--- src/rtl/serial_arith_pkg.sv ---
// Shared definitions for the bit-serial arithmetic blocks: FSM state
// encoding and the counter-width helper.
package serial_arith_pkg;

  localparam logic [1:0] ST_IDLE = 2'd0;
  localparam logic [1:0] ST_RUN  = 2'd1;
  localparam logic [1:0] ST_DONE = 2'd2;

  typedef enum logic [1:0] {
    IDLE = ST_IDLE,
    RUN  = ST_RUN,
    DONE = ST_DONE
  } state_t;

  // Bit-counter width; a one-bit operand still needs a one-bit counter.
  function automatic int clog2_min1(input int w);
    return (w > 1) ? $clog2(w) : 1;
  endfunction

endpackage

--- src/rtl/full_subtractor.sv ---
// One-bit full-subtractor cell: d = a - b - bin, bout set when a < b + bin.
module full_subtractor (
  input  logic a,
  input  logic b,
  input  logic bin,
  output logic d,
  output logic bout
);

  assign d    = a ^ b ^ bin;
  assign bout = (~a & b) | (~(a ^ b) & bin);

endmodule

--- src/rtl/serial_subtractor.sv ---
// Bit-serial subtractor: diff = a - b - bin over WIDTH cycles, LSB first,
// using a single full-subtractor cell.
//
// Handshake: start is a request sampled only while busy == 0; the operands
// a/b/bin are captured on that same edge and are don't-care otherwise.
// busy stays high from the accepting edge through the done cycle; done is a
// one-cycle pulse during which diff/bout carry the new result. diff/bout hold
// until the next completion and never show partial results.
module serial_subtractor
  import serial_arith_pkg::*;
#(
  parameter int WIDTH = 8
) (
  input  logic             clk,
  input  logic             rst_n,
  input  logic             start,
  input  logic [WIDTH-1:0] a,
  input  logic [WIDTH-1:0] b,
  input  logic             bin,
  output logic             busy,
  output logic             done,
  output logic [WIDTH-1:0] diff,
  output logic             bout
);

  localparam int CW = clog2_min1(WIDTH);

  state_t           state;
  state_t           state_next;
  logic [WIDTH-1:0] sa;
  logic [WIDTH-1:0] sb;
  logic [WIDTH-1:0] pr;
  logic [WIDTH-1:0] pr_next;
  logic             br;
  logic [CW-1:0]    cnt;
  logic             last_bit;
  logic             bit_d;
  logic             bit_bout;

  full_subtractor u_cell (
    .a    (sa[0]),
    .b    (sb[0]),
    .bin  (br),
    .d    (bit_d),
    .bout (bit_bout)
  );

  assign busy = (state != IDLE);

  // Next partial result (new bit enters at the MSB) and FSM next state.
  always_comb begin
    pr_next            = pr >> 1;
    pr_next[WIDTH-1]   = bit_d;
    last_bit           = (cnt == CW'(WIDTH - 1));
    state_next         = state;
    case (state)
      IDLE:    if (start) state_next = RUN;
      RUN:     if (last_bit) state_next = DONE;
      DONE:    state_next = IDLE;
      default: state_next = IDLE;
    endcase
  end

  // FSM state register.
  always_ff @(posedge clk or negedge rst_n) begin
    if (!rst_n) state <= IDLE;
    else        state <= state_next;
  end

  // Operand shift registers, borrow, counter and result registers.
  always_ff @(posedge clk or negedge rst_n) begin
    if (!rst_n) begin
      sa   <= '0;
      sb   <= '0;
      pr   <= '0;
      br   <= 1'b0;
      cnt  <= '0;
      diff <= '0;
      bout <= 1'b0;
      done <= 1'b0;
    end else begin
      done <= 1'b0;
      case (state)
        IDLE: begin
          if (start) begin
            sa  <= a;
            sb  <= b;
            br  <= bin;
            cnt <= '0;
          end
        end
        RUN: begin
          sa  <= sa >> 1;
          sb  <= sb >> 1;
          br  <= bit_bout;
          pr  <= pr_next;
          cnt <= cnt + CW'(1);
          if (last_bit) begin
            diff <= pr_next;
            bout <= bit_bout;
            done <= 1'b1;
          end
        end
        default: ;
      endcase
    end
  end

endmodule

--- config.mk ---
export PLATFORM = sky130hd
export DESIGN_NAME = serial_subtractor
export DESIGN_NICKNAME = d
export VERILOG_FILES = /design/src/rtl/serial_arith_pkg.sv /design/src/rtl/full_subtractor.sv /design/src/rtl/serial_subtractor.sv
export SDC_FILE = /design/constraint.sdc
export NUM_CORES = 1
export LEC_CHECK = 0
export BUFFER_PORTS_ARGS = -buffer_cell sky130_fd_sc_hd__buf_2
export CAP_MARGIN = 5
export CELL_PAD_IN_SITES_DETAIL_PLACEMENT = 1
export CELL_PAD_IN_SITES_GLOBAL_PLACEMENT = 1
export CORE_ASPECT_RATIO = 0.5
export CORE_MARGIN = 2
export CORE_UTILIZATION = 41
export CTS_BUF_LIST = sky130_fd_sc_hd__clkbuf_4 sky130_fd_sc_hd__clkbuf_8
export DETAILED_ROUTE_END_ITERATION = 16
export GPL_ROUTABILITY_DRIVEN = 0
export PLACE_DENSITY = 0.81
export SYNTH_ARGS = -nofsm -noshare
export SYNTH_HDL_FRONTEND = slang
export SYNTH_SLANG_ARGS = --single-unit
--- constraint.sdc ---
create_clock -name clk -period 1.4 [get_ports clk]
set_input_delay 0.07 -clock clk [delete_from_list [all_inputs] [get_ports clk]]
set_output_delay 0.07 -clock clk [all_outputs]
set_load 0.03 [all_outputs]
**Word level (Yosys, flattened, before mapping)**

Cells that the tools add are included.

- Bits in registers: 40
- Input bits: 20
- Logic and storage cells: 40
- Output and inout bits: 11

- Eq/ne operators: 4
- Add/sub/neg operators: 1
- Reduce and logical (&&, ||, !) cells: 6
- Bitwise logic cells: 7
- Muxes and demuxes: 13

Operator list:

| cell | number |
|---|---|
| 8-bit one-hot mux with 2 select lines | 2 |
| 8-bit 2-to-1 mux | 2 |
| 3-bit one-hot mux with 2 select lines | 1 |
| 2-bit AND reduction | 3 |
| 2-bit 2-to-1 mux | 2 |
| 2-bit != test, second input constant | 2 |
| 2-bit one-hot mux with 2 select lines | 1 |
| 2-bit nonzero test | 2 |
| 3-bit by 1-bit adder with 3-bit output, second input constant | 1 |
| 3-bit equality test, second input constant | 1 |
| 1-bit 2-to-1 mux | 3 |
| 3-bit 2-to-1 mux | 1 |
| 1-bit AND | 2 |
| 2-bit by 1-bit equality test with 1-bit output, second input constant | 1 |
| 2-bit logical NOT | 1 |
| 1-bit NOT | 2 |
| 1-bit one-hot mux with 2 select lines | 1 |
| 1-bit bitwise XOR | 2 |
| 1-bit OR | 1 |

**Depth between registers and ports, before layout**

Gate-level depths: netlist of run 1.

- Depth in word-level cells: 5
- Depth in mapped cells: 6
- Gate-level depth less buffers: 5

**Hierarchy**

From an unflattened synthesis of run 1, not the netlist that was laid out.

- Cells, all modules: 154
- Area, all modules: 1,717.9 um^2

Modules (own cells, without submodules):

| module | sequential area each (um^2) | area each (um^2) | times used | cells each |
|---|---|---|---|---|
| serial_subtractor | 975.9 | 1,686.6 | 1 | 150 |
| full_subtractor | 0.0 | 31.3 | 1 | 4 |

**Worst setup path after synthesis of run 1**

No wires, ideal clock.

- Kind: reg2reg
- Start: register cnt[0]
- End: register diff[0]
- Buffers on the path: 1
- Slack: -0.062 ns
- Arrival time: 1.337 ns
- Period minus slack after synthesis: 1.462 ns
- Setup time: 0.125 ns
- Cell stages (with the launch flop): 6
- Data required time: 1.275 ns
- Cell sequence: dfrtp_1 ha_1 ha_1 nand3b_1 buf_6 mux2_4

- Word-level cells in the longest chain between the ends: 2

Ends and longest elaborated chain:

| element | RTL line | RTL |
|---|---|---|
| start, declared | serial_subtractor.sv:35 | `logic [CW-1:0] cnt;` |
| start signal, assigned | serial_subtractor.sv:97 | `cnt <= cnt + CW'(1);` |
| 3-bit equality test | serial_subtractor.sv:54 | `last_bit = (cnt == CW'(WIDTH - 1));` |
| 2-bit AND reduction (no line) | - |  |
| end signal, assigned | serial_subtractor.sv:99 | `diff <= pr_next;` |
| end, declared | serial_subtractor.sv:22 | `output logic [WIDTH-1:0] diff,` |

Every way passes these cells.
A chain may end at the register's enable or synchronous reset.

**Worst setup path after layout of run 1**

- Start: register cnt[1]
- End: register diff[7]

Same word-level chain as after synthesis.

==> flow_summary.json, run 1 <==
{
  "r2r_start": "cnt[1]",
  "fin_area_mm2": 0.00235,
  "final_nets": 233,
  "cts-buffers-inserted": 5,
  "rows": 17,
  "die_y_um": 51.7,
  "syn_avg_cell_area_um2": 11.4,
  "layout-drive-gt1-share": 0.436,
  "io_buffers": 30,
  "ys_types": 27,
  "finClkSkew_ps": 7.50,
  "hpwl_mm": 2.99,
  "clkLatencyLatePin_ps": 300,
  "drv_slew": 0,
  "met1_usage": 0.232,
  "rsz0062_at_grt": "true",
  "swShare": 0.386,
  "slowest_stage": "dfrtp_1",
  "violations": "negative setup slack",
  "cts_buffer_depth": 2,
  "syn_inst": 164,
  "power.total_w": 0.00543,
  "routedWlPerCell_um": 16.5,
  "die_area_mm2": 0.00513,
  "gr-total-overflow": 0,
  "switching_power_w": 0.00209,
  "layout_setup_ws_ps": -56.6,
  "synth_area_mm2": 0.00186,
  "syn-num-nets": 187,
  "ant_nets": 0,
  "grtUsageMet3": 0.0403,
  "synth_top_area_cell": "dfrtp_1",
  "h-tree-depth": 2,
  "grt_use_met2": 0.314,
  "outcome": "complete, but fails checks",
  "startpoint_type": "register",
  "cts_tree": "yes",
  "ir_drop_mv": 0.756,
  "seqPwrFrac": 0.375,
  "clock-root-buffer": "clkbuf_8",
  "worst_pin_slew_ps": 506,
  "drtIter0Drc": 37,
  "grt_max_degree": 21,
  "dr_total_vias": 1437,
  "routed_wl_mm": 4.41,
  "grt_pass1_vias": 1461,
  "hp-start": "a[7]",
  "critPathKind": "register to register",
  "cp.arrival_ps": 1640,
  "crit_chain": "ha_2 > ha_4 > nand3b_1 > buf_12 > mux2_4",
  "period_minus_slack_ps": 1460,
  "ys_warn_count": 0,
  "slowest_delay_ps": 390,
  "grt_pass1_wl_mm": 7.13,
  "worstHoldPathType": "input port to register",
  "busiest_layer": "met2",
  "crit_start": "cnt[1]",
  "area_growth_pct": 25.9,
  "die_w_um": 99.3,
  "core-area_mm2": 0.00438,
  "cp_max_fo": 9,
  "end_kind": "register",
  "power_density_mw_per_mm2": 2310,
  "drt_pass1_iterations": 4,
  "ys_seq_area_frac": 0.524,
  "dp_slack_ps": -61.9,
  "postPlaceCellArea_mm2": 0.00213,
  "synth_top_area_share": 0.524,
  "path_clk_slew_ps": 80,
  "drc": 0,
  "timing.slew.headroom": 0.662,
  "max_freq_ghz": 0.687,
  "io_pins": 31,
  "numClockSinks": 39,
  "setup_viol": 8,
  "worstPathRequired_ps": 1580,
  "antenna_found_initial": 0,
  "cellLeakagePower_nw": 1.13,
  "finalCritPeriodShare": 1.04,
  "start_util": 0.425,
  "viasPerCell": 5.36,
  "diodes": 0,
  "clkPwrFrac": 0.183,
  "drv_cap": 0,
  "ys_ff_latch": 39,
  "finalHoldViolCount": 0,
  "intPower_w": 0.00333,
  "synth_area_leaders": "dfrtp_1, nor3_2, nand2_1",
  "track_usage": 0.183,
  "p_comb_frac": 0.442
}
-- repair_timing --
item,CTS,global route
pin swaps,0,0
resized for setup,7,5
hold buffers,1,0
setup buffers,1,6
endpoints found under the hold margin,19,0
setup endpoints to repair,9,11
-- Yosys cell counts (all sizes together) --
library cell	number
o22ai	14
a22o	2
nand2	25
fa	1
nor2	8
o21ai	7
a221oi	1
o32ai	7
mux2i	1
mux2	8
or2	2
dfrtp	39
nand3b	1
inv	6
nand2b	2
nor2b	2
buf	12
nor3	24
ha	2
-- layer usage --
| metal | wire, um | vias to the layer above |
|---|---|---|
| met3 | 146 | 13 |
| li1 | - | 675 |
| met4 | 120 | 0 |
| met1 | 1970 | 720 |
| met5 | 0 | - |
| met2 | 2180 | 29 |
-- per-stage QoR --
stage	util	TNS, ps	std cells	hold slack, ps
global placement	0.487	-37.0	252	67.6
finish	0.535	-422	268	6.99
global route	0.535	-894	268	35.7
floorplan	-	-74.0	164	-226
CTS	0.522	-389	262	11.5
detailed placement	0.487	-290	252	74.7
-- final timing paths --
kind | end | slack, ps | depth (start not counted)
worst max-delay path | diff[7] | -60 | 5
worst min-delay path | sa[7] | 7 | 3
worst max register to register | diff[7] | -60 | 5
worst min register to register | bout | 480 | 2
max in group asynchronous | state[0] | 630 | 3
min in group asynchronous | sa[6] | 270 | 2
-- registers in the layout, indices dropped and copies added, names as in the netlist --
| register | cells |
|---|---|
| sb | 8 |
| state | 2 |
| br | 1 |
| sa | 8 |
| bout | 1 |
| done | 1 |
| diff | 8 |
| cnt | 3 |
| pr | 7 |
-- layout by cell type, fill, tap and decap left out, types with 5 or more instances in the layout --
master	synthesis	layout
dfrtp_1	39	37
nor3_1	8	8
o22ai_1	14	14
nor3_2	16	16
mux2_4	6	8
buf_2	5	29
buf_4	4	16
nor2_1	8	8
clkbuf_8	0	6
o32ai_1	5	5
o21ai_0	6	5
nand2_1	25	25
inv_1	6	6
-- cells by family after synthesis --
family | Yosys count | synth area share
fa+ha+maj | 3 | 0.0242
simple gates | 64 | 0.202
flops | 39 | 0.524
mux | 9 | 0.0658
compound gates | 31 | 0.124
buf+inv | 18 | 0.0598
-- critical path: cells and delay by family (launching register included) --
family / cells / cell delay, ps
adders and majority gates: 2 / 360
buffers and inverters: 1 / 160
DFF: 1 / 390
muxes: 1 / 300
and+or+nand+nor: 1 / 140
-- power by group through the flow --
stage	logic (W)	registers (W)	clock network (W)
final	0.00240	0.00204	0.000991
after global routing	0.00265	0.00211	0.00106
after CTS	0.00227	0.00204	0.00100
after detailed placement	0.00220	0.00206	0
after global placement	0.00206	0.00202	0
after floorplan	0.00140	0.00219	0
-- area by class of cell --
cell class | count | area [um^2]
Fill cell | 480 | 2040
Sequential cell | 39 | 978
Multi-Input combinational cell | 107 | 803
Timing Repair Buffer | 51 | 353
Clock buffer | 6 | 82.6
Tap cell | 57 | 71.3
Clock inverter | 2 | 35.0
Inverter | 6 | 22.5
Power figures use the tool's default switching activity.
==> run 2, diff against run 1 <==
--- a/config.mk
+++ b/config.mk
@@ -11,11 +11,12 @@
 export CELL_PAD_IN_SITES_GLOBAL_PLACEMENT = 1
 export CORE_ASPECT_RATIO = 0.5
 export CORE_MARGIN = 2
-export CORE_UTILIZATION = 41
+export CORE_UTILIZATION = 40
 export CTS_BUF_LIST = sky130_fd_sc_hd__clkbuf_4 sky130_fd_sc_hd__clkbuf_8
 export DETAILED_ROUTE_END_ITERATION = 16
 export GPL_ROUTABILITY_DRIVEN = 0
 export PLACE_DENSITY = 0.81
 export SYNTH_ARGS = -nofsm -noshare
 export SYNTH_HDL_FRONTEND = slang
+export SYNTH_HIERARCHICAL = 1
 export SYNTH_SLANG_ARGS = --single-unit
==> run 2 against run 1 <==
  * The run now ends clean
  * Via count fell by 6.2%
  * First-iteration DRC count increased by 5.4%
  * Wire length decreased by 7.5%
  * Clock power rose by 14%
  * Largest cell class unchanged
  * Highest routed layer unchanged
==> flow_summary.json, run 2 <==
{
  "outcome": "finished, final reports clean",
  "worst_pin_slew_ps": 502,
  "cts_tree": "yes",
  "core-area_mm2": 0.00400,
  "track_usage": 0.181,
  "async_flop_share": 1.00,
  "ys.flop_type": "dfrtp_1",
  "diodes": 0,
  "finalHoldViolCount": 0,
  "synth_most_common_cell": "dfrtp_1",
  "syn_inst": 154,
  "layout_setup_ws_ps": 53.6,
  "clkLatencyLatePin_ps": 290,
  "die_y_um": 50.3,
  "r2r_start": "state[1]",
  "grt_pass1_wl_mm": 6.82,
  "grt_max_degree": 40,
  "ys_warn_count": 6,
  "layout-drive-gt1-share": 0.355,
  "holdPathEnd": "sb[7]",
  "die_area_mm2": 0.00487,
  "io_buffers": 30,
  "dp_slack_ps": -45.1,
  "final_common_cell": "dfrtp_1",
  "rrSetupSlack_ps": 50,
  "die_w_um": 96.7,
  "antenna_found_initial": 0,
  "clock-root-buffer": "clkbuf_8",
  "final_nets": 222,
  "ys_ff_latch": 39,
  "power_density_mw_per_mm2": 2430,
  "startpoint_type": "register",
  "routedWlPerCell_um": 16.1,
  "cellLeakagePower_nw": 1.07,
  "numClockSinks": 39,
  "ir_drop_mv": 0.748,
  "syn_avg_cell_area_um2": 11.2,
  "ant_nets": 0,
  "finClkSkew_ps": 6.30,
  "viasPerCell": 5.31,
  "synth_top_area_share": 0.568,
  "synth_top_area_cell": "dfrtp_1",
  "routed_wl_mm": 4.08,
  "gr-total-overflow": 0,
  "worstHoldPathType": "input port to register",
  "drc": 0,
  "critPathKind": "register to register",
  "hp-start": "b[7]",
  "timing.slew.headroom": 0.665,
  "synth_area_leaders": "dfrtp_1, o22ai_1, mux2_4",
  "end_kind": "register",
  "ys_seq_area_frac": 0.568,
  "hpwl_mm": 2.80,
  "worstPathRequired_ps": 1580,
  "drtIter0Drc": 39,
  "dr_total_vias": 1348,
  "whs_path_depth": 3,
  "cp_max_fo": 7,
  "cp.arrival_ps": 1530,
  "reg2regPathDepth": 4,
  "rows": 16,
  "drv_cap": 0,
  "drv_slew": 0,
  "synth_common_cells": "dfrtp_1, o22ai_1, nand2_1",
  "drt_pass1_iterations": 5,
  "reg_top3": "diff: 8 flops, sa: 8 flops, sb: 8 flops",
  "synth_edf_count": 0,
  "ys_types": 29,
  "cts_buffer_depth": 2,
  "cts-buffers-inserted": 5,
  "final_cell_mix": "dfrtp_1, buf_2, o22ai_1, nand2_1, a21oi_1",
  "io_pins": 31,
  "r2r_end": "diff[5]",
  "whs_ps": 41.4,
  "setup_viol": 0,
  "max_freq_ghz": 0.743,
  "area_growth_pct": 27.5,
  "start_util": 0.429,
  "syn-num-nets": 177,
  "synth_area_mm2": 0.00172,
  "period_minus_slack_ps": 1350,
  "path_clk_slew_ps": 80,
  "grt_pass1_vias": 1390,
  "h-tree-depth": 2,
  "finalCritPeriodShare": 0.962
}
-- run 2: cell count changes after synthesis, moves of 3 or more --
cell     change
o32ai_1      -4
a21oi_1     +15
buf_4        -3
o22ai_1     +14
nor3_2      -16
nor3_1       -8
mux2_4       +3
nor2_1       -6
-- run 2: worst max-delay path by stage --
stage / endpoint / slack (ps) / from / cells past startpoint
2_1_floorplan: diff[3] / 20 / cnt[0] / 5
3_3_place_gp: diff[6] / 7 / cnt[0] / 5
3_5_place_dp: diff[5] / -50 / cnt[0] / 5
4_1_cts: busy / 1 / state[1] / 3
5_1_grt: diff[5] / -2 / state[0] / 4
6_report: diff[5] / 50 / state[1] / 4
-- run 2: power by group --
| group | internal (W) | total (W) | leakage [nW] | switching, W |
|---|---|---|---|---|
| sequential | 0.00165 | 0.00203 | 0.474 | 0.000380 |
| combinational | 0.000996 | 0.00216 | 0.531 | 0.00117 |
| clock | 0.000732 | 0.00113 | 0.0688 | 0.000395 |
-- run 2: cell type report --
cell class	count	area (um^2)
timing repair buffer	46	295
clock inverter	2	60.1
sequential	39	977
clock buffer	6	76.3
fill	436	1810
tap	54	67.6
multi-input combinational	99	679
inverter	8	35.0
-- run 2: cells by family after synthesis --
group,after synthesis,share of synthesized area
compound gates,52,0.178
flops,39,0.568
simple gates,34,0.0962
buf+inv,16,0.0466
mux,10,0.0845
fa+ha+maj,3,0.0262
-- run 2: worst max-delay path, stage by stage, from the launching register on --
cell and delay, ps:
dfrtp_2 450, nor2b_2 270, nand2_8 120, inv_6 100, mux2_4 300
-- run 2: through the flow --
| step | power [W] | instances | setup TNS [ps] | cell area [um^2] | utilization |
|---|---|---|---|---|---|
| floorplan | 0.00346 | 154 | 0 | 1720 | - |
| global placement | 0.00398 | 242 | 0 | 1990 | 0.498 |
| detailed placement | 0.00412 | 242 | -158 | 1990 | 0.498 |
| CTS | 0.00529 | 251 | 0 | 2150 | 0.538 |
| global route | 0.00570 | 254 | -4.62 | 2190 | 0.547 |
| finish | 0.00532 | 254 | 0 | 2190 | 0.547 |
-- run 2: routing by layer --
| layer | vias to the layer above | track usage | part of all wire |
|---|---|---|---|
| met4 | 0 | 0.0634 | 0.012 |
| met5 | - | 0 | 0 |
| met2 | 28 | 0.297 | 0.48 |
| met3 | 5 | 0.0474 | 0.036 |
| met1 | 674 | 0.237 | 0.47 |
| li1 | 641 | - | - |
-- run 2: repair_timing --
action                                 in CTS  in global routing
hold buffers                                1                  0
endpoints found under the hold margin      39                  0
pin swaps                                   0                  0
gates resized for setup                     5                  3
setup endpoints to repair                  10                  5
gates cloned                                0                  0
setup buffers                               0                  3
